$ cat config.mk
export PLATFORM = sky130hd
export DESIGN_NAME = nibble_serial_subtractor
export DESIGN_NICKNAME = d
export VERILOG_FILES = /design/src/rtl/sub_pkg.sv /design/src/rtl/slice_subtractor.sv /design/src/rtl/nibble_serial_subtractor.sv
export SDC_FILE = /design/constraint.sdc
export NUM_CORES = 1
export LEC_CHECK = 0
export CAP_MARGIN = 0
export CELL_PAD_IN_SITES_DETAIL_PLACEMENT = 1
export CELL_PAD_IN_SITES_GLOBAL_PLACEMENT = 1
export CORE_MARGIN = 5
export CORE_UTILIZATION = 33
export CTS_CLUSTER_DIAMETER = 120
export DETAILED_ROUTE_END_ITERATION = 8
export GPL_ROUTABILITY_DRIVEN = 0
export HOLD_SLACK_MARGIN = 0.03
export PLACE_DENSITY = 0.76
export SLEW_MARGIN = 10
export SYNTH_ARGS = -nofsm -noshare
export SYNTH_HDL_FRONTEND = slang
export SYNTH_SLANG_ARGS = --single-unit
$ cat constraint.sdc
create_clock -name clk -period 2.01 [get_ports clk]
set_input_delay 0.201 -clock clk [delete_from_list [all_inputs] [get_ports clk]]
set_output_delay 0.201 -clock clk [all_outputs]
set_load 0.02 [all_outputs]
$ cat src/rtl/sub_pkg.sv
// Shared definitions for the serial subtractor.
// Holds the control state encoding, the default geometry and the signed
// saturation limits for the default width. Modules built at other widths
// derive their own limits from WIDTH the same way.
package sub_pkg;

  typedef enum logic [1:0] {
    IDLE,
    RUN,
    DONE
  } state_t;

  localparam int unsigned DEF_WIDTH = 16;
  localparam int unsigned DEF_SLICE = 4;
  localparam int unsigned SLICES    = DEF_WIDTH / DEF_SLICE;

  // Largest positive / most negative two's-complement values at DEF_WIDTH.
  localparam logic [DEF_WIDTH-1:0] SAT_MAX = {1'b0, {(DEF_WIDTH-1){1'b1}}};
  localparam logic [DEF_WIDTH-1:0] SAT_MIN = {1'b1, {(DEF_WIDTH-1){1'b0}}};

endpackage

$ cat src/rtl/slice_subtractor.sv
// Combinational SLICE-bit subtract step: a + ~b + ~borrow_in.
// Ports:
//   a, b        slice of minuend / subtrahend
//   borrow_in   borrow from the previous (less significant) slice
//   s           slice difference
//   borrow_out  borrow into the next slice (inverse of the adder carry-out)
//   carry_msb   adder carry into the slice MSB, used for signed overflow
module slice_subtractor #(
  parameter int unsigned SLICE = 4
) (
  input  logic [SLICE-1:0] a,
  input  logic [SLICE-1:0] b,
  input  logic             borrow_in,
  output logic [SLICE-1:0] s,
  output logic             borrow_out,
  output logic             carry_msb
);

  logic [SLICE:0] sum;

  always_comb begin
    sum        = {1'b0, a} + {1'b0, ~b} + {{SLICE{1'b0}}, ~borrow_in};
    s          = sum[SLICE-1:0];
    borrow_out = ~sum[SLICE];
    // Carry into the MSB recovered from the MSB sum bit and its two addends.
    carry_msb  = sum[SLICE-1] ^ a[SLICE-1] ^ ~b[SLICE-1];
  end

endmodule

$ cat src/rtl/nibble_serial_subtractor.sv
// Multi-cycle two's-complement subtractor: diff = a - b - b_in.
// One SLICE-bit slice is processed per clock, LSB first, with the borrow
// held in a register between cycles. Valid/ready handshake on both sides.
// Ports:
//   clk, rst_n             clock, synchronous active-low reset
//   in_valid, in_ready     operand handshake (a, b, b_in captured on accept)
//   out_valid, out_ready   result handshake
//   diff, b_out, overflow  result, unsigned borrow out, signed overflow
// Build option: define SUB_SATURATE_EN to replace diff with the signed
// saturation limit whenever overflow is set.
module nibble_serial_subtractor
  import sub_pkg::*;
#(
  parameter int unsigned WIDTH = DEF_WIDTH,
  parameter int unsigned SLICE = DEF_SLICE
) (
  input  logic             clk,
  input  logic             rst_n,
  input  logic             in_valid,
  output logic             in_ready,
  input  logic [WIDTH-1:0] a,
  input  logic [WIDTH-1:0] b,
  input  logic             b_in,
  output logic             out_valid,
  input  logic             out_ready,
  output logic [WIDTH-1:0] diff,
  output logic             b_out,
  output logic             overflow
);

  localparam int unsigned NSLICES = WIDTH / SLICE;
  localparam int unsigned CNT_W   = $clog2(NSLICES + 1);

  if (SLICE == 0 || (WIDTH % SLICE) != 0) begin : g_bad_geometry
    $error("nibble_serial_subtractor: WIDTH must be a non-zero multiple of SLICE");
  end

  state_t           state;
  logic [WIDTH-1:0] a_sh;
  logic [WIDTH-1:0] b_sh;
  logic [CNT_W-1:0] cnt;
  logic             borrow;
  logic             ovf_q;

`ifdef SUB_SATURATE_EN
  localparam logic [WIDTH-1:0] SAT_HI = {1'b0, {(WIDTH-1){1'b1}}};
  localparam logic [WIDTH-1:0] SAT_LO = {1'b1, {(WIDTH-1){1'b0}}};
  logic sign_q;
`endif

  logic [SLICE-1:0] slice_s;
  logic             slice_borrow;
  logic             slice_cmsb;

  slice_subtractor #(.SLICE(SLICE)) u_slice (
    .a          (a_sh[SLICE-1:0]),
    .b          (b_sh[SLICE-1:0]),
    .borrow_in  (borrow),
    .s          (slice_s),
    .borrow_out (slice_borrow),
    .carry_msb  (slice_cmsb)
  );

  assign in_ready = rst_n && (state == IDLE);

  always_ff @(posedge clk) begin
    if (!rst_n) begin
      state     <= IDLE;
      out_valid <= 1'b0;
      diff      <= '0;
      b_out     <= 1'b0;
      overflow  <= 1'b0;
      cnt       <= '0;
      borrow    <= 1'b0;
      ovf_q     <= 1'b0;
      a_sh      <= '0;
      b_sh      <= '0;
`ifdef SUB_SATURATE_EN
      sign_q    <= 1'b0;
`endif
    end else begin
      case (state)
        IDLE: begin
          if (in_valid) begin
            a_sh   <= a;
            b_sh   <= b;
            borrow <= b_in;
            cnt    <= '0;
            state  <= RUN;
`ifdef SUB_SATURATE_EN
            sign_q <= a[WIDTH-1];
`endif
          end
        end
        RUN: begin
          if (cnt != CNT_W'(NSLICES)) begin
            diff[cnt*SLICE +: SLICE] <= slice_s;
            borrow <= slice_borrow;
            // Overflow of the slice just computed; only the last one survives.
            ovf_q  <= slice_cmsb ^ ~slice_borrow;
            a_sh   <= a_sh >> SLICE;
            b_sh   <= b_sh >> SLICE;
            cnt    <= cnt + 1'b1;
          end else begin
            // Extra finalize cycle after the last slice publishes the flags,
            // giving an accept-to-valid latency of SLICES+1 clocks.
            b_out     <= borrow;
            overflow  <= ovf_q;
            out_valid <= 1'b1;
            state     <= DONE;
`ifdef SUB_SATURATE_EN
            if (ovf_q) begin
              diff <= sign_q ? SAT_LO : SAT_HI;
            end
`endif
          end
        end
        DONE: begin
          if (out_ready) begin
            out_valid <= 1'b0;
            state     <= IDLE;
          end
        end
        default: state <= IDLE;
      endcase
    end
  end

endmodule

# Word-level counts from Yosys, hierarchy flattened
# Cells that the tools add are included.
classes:
  n_reduce_logical: 9
  n_mux: 20
  n_bitwise: 8
  n_eq_ne: 7
  n_addsub: 4
  shift: 2
ops:
  columns: ["op", "n"]
  rows:
  - ["$mux W16", 4]
  - ["$pmux W16 S2", 2]
  - ["$neg A5 Y34", 1]
  - ["$shift A4 B34 Y16 const A", 1]
  - ["$shiftx A4 B34 Y16", 1]
  - ["$bwmux W16", 1]
  - ["$reduce_and A3 Y1", 3]
  - ["$ne A2 B2 Y1 const B", 4]
  - ["$mux W2", 3]
  - ["$mux W3", 2]
  - ["$pmux W2 S3", 1]
  - ["$pmux W3 S2", 1]
  - ["$add A4 B4 Y5", 1]
  - ["$add A5 B1 Y5", 1]
  - ["$mux W1", 4]
  - ["$not A1 Y1", 4]
  - ["$not A4 Y4", 1]
  - ["$pmux W1 S2", 2]
  - ["$reduce_and A2 Y1", 2]
  - ["$reduce_bool A2 Y1", 2]
  - ["$add A3 B1 Y3 const B", 1]
  - ["$ne A3 B3 Y1 const B", 1]
  - ["$xor A1 B1 Y1", 3]
  - ["$eq A2 B1 Y1 const B", 1]
  - ["3 further kinds", 3]
word_totals:
  inputBits: 37
  wordCells: 60
  reg_bits: 58
  output_inout_bits: 20

# Logic depth before layout (Yosys ltp)
# Gate-level depths: netlist (run 1).
depth:
  ltp_word: 6
  ltp_mapped: 9

# Modules after synthesis
# From an unflattened synthesis (run 1), not the netlist that was laid out.
unflattened:
  hier_cells: 319
  hier_area_um2: 2899.0
by_module_without_submodules:
  columns: ["module", "area_per_inst_um2", "cells_per_inst", "instances"]
  rows:
  - ["nibble_serial_subtractor", 2712.6, 299, 1]
  - ["slice_subtractor", 186.4, 20, 1]

# Least setup slack after synthesis (run 1)
# OpenSTA, ideal clock, no wires.
synth_path:
  path_type: "reg2reg"
  startpoint: "reg cnt[0]"
  endpoint: "reg diff[11]"
  setup_ns: 0.071
  slack_ns: -0.009
  period_less_slack_ns: 2.019
  required_ns: 1.939
  stages_incl_launch_ff: 8
  arrival_ns: 1.949
  path_cell_list: "dfxtp_1 > inv_1 > ha_1 > ha_1 > nor3b_4 > nand3_2 > or3_1 > a21oi_1"
synth_via:
  elab_chain_cells: 3
synth_rtl:
  columns: ["element", "line", "rtl"]
  rows:
  - ["start: declaration", "nibble_serial_subtractor.sv:41", "logic [CNT_W-1:0] cnt;"]
  - ["start signal: assignment", "nibble_serial_subtractor.sv:103", "cnt <= cnt + 1'b1;"]
  - ["$neg A5 Y34", "nibble_serial_subtractor.sv:97", "diff[cnt*SLICE +: SLICE] <= slice_s;"]
  - ["$shiftx A4 B34 Y16 / $shift A4 B34 Y16 (equally long branches)", "nibble_serial_subtractor.sv:97", null]
  - ["$bwmux W16", "nibble_serial_subtractor.sv:97", null]
  - ["end signal: indexed assignment", "nibble_serial_subtractor.sv:97", null]
  - ["end: declaration", "nibble_serial_subtractor.sv:26", "output logic [WIDTH-1:0] diff,"]
# Several ways; a longest one is shown, not always the timed one.
# A chain may end at the register's enable or synchronous reset.

# Worst setup path after layout (run 1)
layout_path:
  startpoint: "reg borrow"
  endpoint: "reg diff[6]"
layout_via:
  elab_chain_cells: 4
layout_rtl:
  columns: ["element", "line", "rtl"]
  rows:
  - ["start: declaration", "nibble_serial_subtractor.sv:42", "logic borrow;"]
  - ["start signal: assignment", "nibble_serial_subtractor.sv:87", "borrow <= b_in;"]
  - ["start signal: assignment", "nibble_serial_subtractor.sv:98", "borrow <= slice_borrow;"]
  - ["$not A1 Y1", "slice_subtractor.sv:22", "sum = {1'b0, a} + {1'b0, ~b} + {{SLICE{1'b0}}, ~borrow_in};"]
  - ["$add A5 B1 Y5", "slice_subtractor.sv:22", null]
  - ["$shiftx A4 B34 Y16", "nibble_serial_subtractor.sv:97", null]
  - ["$bwmux W16", "nibble_serial_subtractor.sv:97", null]
# Every way passes these cells.

==> results.md, run 1 <==
- Worst setup EP type: flip-flop
- DR vias/cell: 4.92
- CTS Buf Count: 9
- Share of the synthesized area in the top cell type: 44.4%
- Sequential area share after synthesis: 44.4%
- RSZ-0062 raised after global routing: yes
- Syn-to-layout area delta: 41.7%
- Core area: 0.00773 mm2
- Worst setup SP type: flip-flop
- CP required: 2280 ps
- GRT overflow: 0
- Num rows: 32
- Post-synth EDFFs: 0
- Setup TNS: 0 ps
- First-pass GRT wire length: 11.7 mm
- Pin count of the biggest net entering global routing: 52
- Crit path max fanout: 4
- Static leakage: 1.39 nW
- Worst hold path type: in -> reg
- CTS tree: built
- GR Util All Layers: 14.8%
- Setup violators final: 0
- Final worst-path cycle share: 97.6%
- DRT antenna net count: 0
- Drt drc: 0
- Cell Pwr Density: 828 mW/mm2
- Routed WL per cell: 15.1 um
- Ports: 57
- Maximum vdd ir drop: 0.387 mV
- Crit path time final: 1960 ps
- Slowest-stage cell, CP: fa_2
- Filler cells: 913
- H-tree depth: 3
- Final Max Tran Viols: 0
- Total power: 0.00307 W
- Initial antenna violation count: 0
- Ys Warns: 0
- Hold Buf Count CTS: 0
- Drt initial violations: 70
- Cells after synthesis: 317
- # nets final: 434
- Share of layout cells above drive strength 1: 13.6%
- Data arrival, critical path: 2230 ps
- Async SR Flop Fraction: 0%
- Crit path kind: reg -> reg
- Final setup margin: 48.1 ps
- Cell taking the most area after synthesis: dfxtp_1
- Worst-Skew Late Latency: 340 ps
- Chip height: 99.1 um
- Top cells by area, synth: dfxtp_1 (44%), nand2_1 (9.6%), a311oi_1 (8.0%)
- Top FF cell, synth: dfxtp_1
- Mean post-synth cell area: 8.26 um2
- Storage element area: 0.00116 mm2
- Die area: 0.00981 mm2
- Number of global-route vias before repair: 2476
- Initial core utilization: 33.9%
- Area of the multi-input gates: 0.00142 mm2
- Setup Skew: 5.35 ps
- #FFs+latches synth: 58
- Sink Count: 58
- Root Buffer: clkbuf_8
- Max transition margin: 65.6%
- Final Hold Viols: 0
- Number of library cell types mapped by synthesis: 33
- Crit-path cells: fa_2 > fa_2 > buf_4 > xor2_1 > buf_4 > nor3_2 > a21oi_1 > nor2b_1
- Status: completed
- Final wirelength: 7.42 mm
- Die Width: 99.1 um
- Post-Syn Nets: 366
- Max_cap viols: 0
- Drt pass-1 iters: 4
- Pre-CTS setup slack: -113 ps
- Fmax: 510 MHz
- Commonest non-fill, non-tap cell in the layout: nand2_1
- Diode count: 0
- Detail Placement HPWL: 5.00 mm
- Worst-Margin Slew: 512 ps
- Netlist Area Pre-Place: 0.00262 mm2
- IO buf count: 56
- Max stage delay on crit path: 400 ps
- Commonest non-fill, non-tap cells in the layout: nand2_1 (67), clkdlybuf4s50_1 (56), dfxtp_1 (55), nor2_1 (41), a311oi_1 (24)
- Max clock buf depth: 2
- Vias: 2418
- Clock edge transition at the registers on the reported setup and hold paths: 60 ps
==> cell usage after synthesis (all sizes together) (2+ instances only) <==
library cell,instances
nand2,67
dfxtp,58
nor2,41
a311oi,24
a21oi,15
clkbuf,11
ha,10
nor3,10
a22oi,8
buf,8
inv,8
o21ai,8
and2,7
nand3,6
a21boi,5
nand2b,5
nor2b,5
xnor2,5
nor3b,3
fa,2
o211ai,2
o31ai,2
==> critical path: cells and delay by family, from the launching register on <==
family                   cells  cell delay (ps)
AO/OA/AOI/OAI                1               70
XOR/XNOR                     1              150
adder cells (fa/ha/maj)      2              750
buffers and inverters        2              300
flip-flops                   1              340
AND/OR/NAND/NOR              2              290
==> sequential cells by signal (all words and copies together), names as in the netlist <==
| signal | cells |
|---|---|
| a_sh | 16 |
| b_sh | 16 |
| diff | 16 |
| cnt | 3 |
| state | 2 |
| b_out | 1 |
| borrow | 1 |
| out_valid | 1 |
| overflow | 1 |
| ovf_q | 1 |
==> report_power, final <==
part | internal (W) | total, W | switching [W] | leakage [nW]
Combinational | 0.000326 | 0.000673 | 0.000346 | 0.805
Sequential | 0.00123 | 0.00129 | 0.0000533 | 0.477
Clock | 0.000666 | 0.00111 | 0.000448 | 0.106
Total | 0.00222 | 0.00307 | 0.000848 | 1.39
==> cell families after synthesis <==
family / count (synthesis) / synth area share [%]
compound gates: 65 / 17.7
fa+ha+maj: 12 / 6.31
buf+inv: 28 / 4.35
flops: 58 / 44.4
simple gates: 148 / 25.2
xor+xnor: 6 / 2.01
==> repair_timing <==
action	4_1_cts	5_1_grt
endpoints found under the setup margin	6	41
cloned	0	2
gates resized for setup	4	12
pin swaps	2	8
setup buffers	1	2
==> routing by layer <==
layer,routed length [um],global-route usage [%],up-vias
met2,3660,24.4,55
met3,336,3.18,8
met5,0,0,-
met1,3320,18.7,1130
li1,-,-,1225
met4,95,5.99,0
==> metrics by stage <==
stage               hold WS [ps]  cells  cell area [um2]  util [%]
CTS                          427    487             3580      46.4
finish                       439    491             3710      48.0
global route                 451    491             3710      48.0
global placement             441    471             3360      43.5
detailed placement           468    471             3360      43.5
floorplan                    329    317             2620         -
==> cell type report <==
cell class | count | share of cell area [%]
clock buffers | 13 | 4.55
well taps | 102 | 3.44
clock inverters | 2 | 0.944
flip-flops and latches | 58 | 31.4
multi-input cells | 231 | 38.2
repair buffers | 76 | 20.5
inverters | 9 | 0.911
==> final timing paths <==
kind                         start                     to  slack [ps]  cells past startpoint
max            borrow$_SDFFE_PN0P_   diff[6]$_SDFFE_PN0P_          50                      8
min                           b[6]   b_sh[6]$_SDFFE_PN0P_         440                      3
max reg2reg    borrow$_SDFFE_PN0P_   diff[6]$_SDFFE_PN0P_          50                      8
min reg2reg  overflow$_SDFFE_PN0P_  overflow$_SDFFE_PN0P_         470                      2
Power figures use the tool's default switching activity.
==> run 2, diff against run 1 <==
GPL_TIMING_DRIVEN = 0   (was not set)
==> run 2 against run 1 <==
Against the previous run: utilization is 0.87 points higher; cell count increased by 2.2%; cell area rose by 1.8%; maximum frequency fell by 2.1%; register-to-register slack worse by 40 ps; setup slack worse by 43 ps; hold slack got worse by 51 ps; die area stayed put; first-iteration DRC count shrank 13%; global-route usage is 1.3 points higher.
==> results.md, run 2 (same netlist as run 1, synthesis figures left out) <==
- Status: completed
- Data arrival, critical path: 2230 ps
- Fmax: 499 MHz
- Number of global-route vias before repair: 2599
- Part of the power in combinational logic: 22.4%
- Die area: 0.00981 mm2
- Setup Skew: 9.39 ps
- Top delay family on crit path: adder cells
- Setup TNS: 0 ps
- Crit path buf inv count: 1
- CP required: 2230 ps
- Clock edge transition at the registers on the reported setup and hold paths: 70 ps
- Busiest metal layer after global routing: met2
- CTS Buf Count: 9
- Slowest-stage cell, CP: fa_2
- Crit path max fanout: 2
- Commonest non-fill, non-tap cell in the layout: nand2_1
- Crit-path cells: inv_2 > fa_2 > fa_2 > nand2b_4 > a21oi_4 > xnor2_2 > xnor2_1 > a21oi_1
- H-tree depth: 3
- Static leakage: 1.42 nW
- Placed insts: 475
- Met3 usage: 5.02%
- Worst-Skew Late Latency: 340 ps
- Sequential power share: 40.1%
- CP startpoint: a_sh[0]$_SDFFE_PN0P_
- Vias: 2510
- Post-route insts no fill: 502
- Setup crit end: ovf_q$_SDFFE_PN0P_
- Ports: 57
- Sink Count: 58
- Filler cells: 919
- Detail Placement HPWL: 5.52 mm
- Cell Pwr Density: 848 mW/mm2
- Share of layout cells above drive strength 1: 16.0%
- Clock network fraction of total power: 37.5%
- Hold Buf Count CTS: 0
- Max_cap viols: 0
- Worst setup SP type: flip-flop
- Crit path kind: reg -> reg
- Initial antenna violation count: 0
- Initial core utilization: 33.9%
- Crit path time final: 2000 ps
- Drt drc: 0
- CP most frequent cell: fa_2
- Commonest non-fill, non-tap cells in the layout: nand2_1 (67), dfxtp_1 (55), clkdlybuf4s50_1 (54), nor2_1 (41), a311oi_1 (23)
- Biggest regs: a_sh x16, b_sh x16, diff x16
- DR vias/cell: 5.00
- Final Hold Viols: 0
- Pin count of the biggest net entering global routing: 11
- IO buf count: 56
- Worst-Margin Slew: 637 ps
- Worst path depth: 8
- GR Util All Layers: 16.1%
- Area of the multi-input gates: 0.00147 mm2
- Final wirelength: 7.74 mm
- Net switching power: 0.000907 W
- Setup violators final: 0
- Root Buffer: clkbuf_8
- Final Max Tran Viols: 0
- # nets final: 444
- Final worst-path cycle share: 99.7%
- DRT antenna net count: 0
- Max clock buf depth: 2
- Max transition margin: 57.3%
- M2 GR Usage: 27.1%
- GRT overflow: 0
- Net Sw Frac: 28.3%
- Total power: 0.00320 W
- Worst setup EP type: flip-flop
- RSZ-0062 raised after global routing: yes
- P_int: 0.00230 W
- Reg-to-reg startpoint: a_sh[0]$_SDFFE_PN0P_
- Drt initial violations: 61
- Chip height: 99.1 um
- Routed WL per cell: 15.4 um
- Flop2flop setup slack: 5 ps
- Register-to-Register Path Depth: 8
- Diode count: 0
- Max stage delay on crit path: 430 ps
- CTS tree: built
- GR Layer Usage met1: 19.5%
- Num rows: 32
- Die Width: 99.1 um
- Worst hold path type: in -> reg
- Core area: 0.00773 mm2
- Drt pass-1 iters: 4
- First-pass GRT wire length: 12.6 mm
- Maximum vdd ir drop: 0.395 mV
- Syn-to-layout area delta: 44.3%
- Storage element area: 0.00117 mm2
- Worst R2R End: ovf_q$_SDFFE_PN0P_
[run 2: changes by cell type in the layout (fill, tap and decap cells not counted), moves of 4 or more]
cell / before / now
clkbuf_1: 1 / 8
buf_2: 0 / 5
buf_6: 1 / 5
buf_4: 16 / 9
[run 2: routing by layer]
| layer | vias up | routed length [um] | share of wire (%) |
|---|---|---|---|
| li1 | 1246 | - | - |
| met1 | 1199 | 3450 | 45 |
| met2 | 57 | 3860 | 50 |
| met3 | 8 | 325 | 4.2 |
| met4 | 0 | 102 | 1.3 |
| met5 | - | 0 | 0 |
[run 2: area by class of cell]
class                      instances  area share, %
timing repair buffer              68           17.3
inverter                           9          0.927
sequential                        58           31.0
tap                              102           3.38
clock inverter                     5           2.05
clock buffer                      11           3.74
multi-input combinational        231           39.0
buffer                            18           2.68
[run 2: through the flow]
step	util (%)	hold WS [ps]	setup slack [ps]	instance area, um2
after floorplan	-	329	21.1	2620
after global placement	42.8	452	-440	3310
after detailed placement	42.8	454	-463	3310
after CTS	47.5	380	2.33	3670
after global routing	48.9	396	-60.8	3780
final	48.9	388	5.34	3780
[run 2: repair_timing]
item	4_1_cts	5_1_grt
pin swaps	7	7
setup endpoints to repair	55	49
resized for setup	29	15
buffers inserted	7	4
cloned	1	0
[run 2: worst min-delay path by stage]
stage,startpoint,to,cells after the start
finish,rst_n,cnt[0]$_SDFFE_PN0P_,2
global route,rst_n,overflow$_SDFFE_PN0P_,2
CTS,rst_n,cnt[0]$_SDFFE_PN0P_,2
detailed placement,diff[11]$_SDFFE_PN0P_,diff[11]$_SDFFE_PN0P_,2
global placement,diff[11]$_SDFFE_PN0P_,diff[11]$_SDFFE_PN0P_,2
floorplan,rst_n,diff[4]$_SDFFE_PN0P_,1
[run 2: worst reg2reg max path, delay by kind of cell, from the launching register on]
| kind | cells | cell delay [ps] |
|---|---|---|
| fa+ha+maj | 2 | 810 |
| flops | 1 | 350 |
| xor+xnor | 2 | 270 |
| compound gates | 2 | 250 |
| buf+inv | 1 | 40 |
| simple gates | 1 | 160 |
[run 2: power groups by stage]
stage          clock [W]  sequential (W)  combinational [W]
3_5_place_dp           0         0.00131           0.000579
3_3_place_gp           0         0.00131           0.000563
4_1_cts          0.00122         0.00129           0.000651
2_1_floorplan          0         0.00130           0.000356
5_1_grt          0.00129         0.00129           0.000784
6_report         0.00120         0.00128           0.000719
==> run 3, diff against run 2 <==
GPL_TIMING_DRIVEN = 1   (was 0)
==> results of run 3 <==
No change in the layout: final DEF, timing and power equal those of run 1.
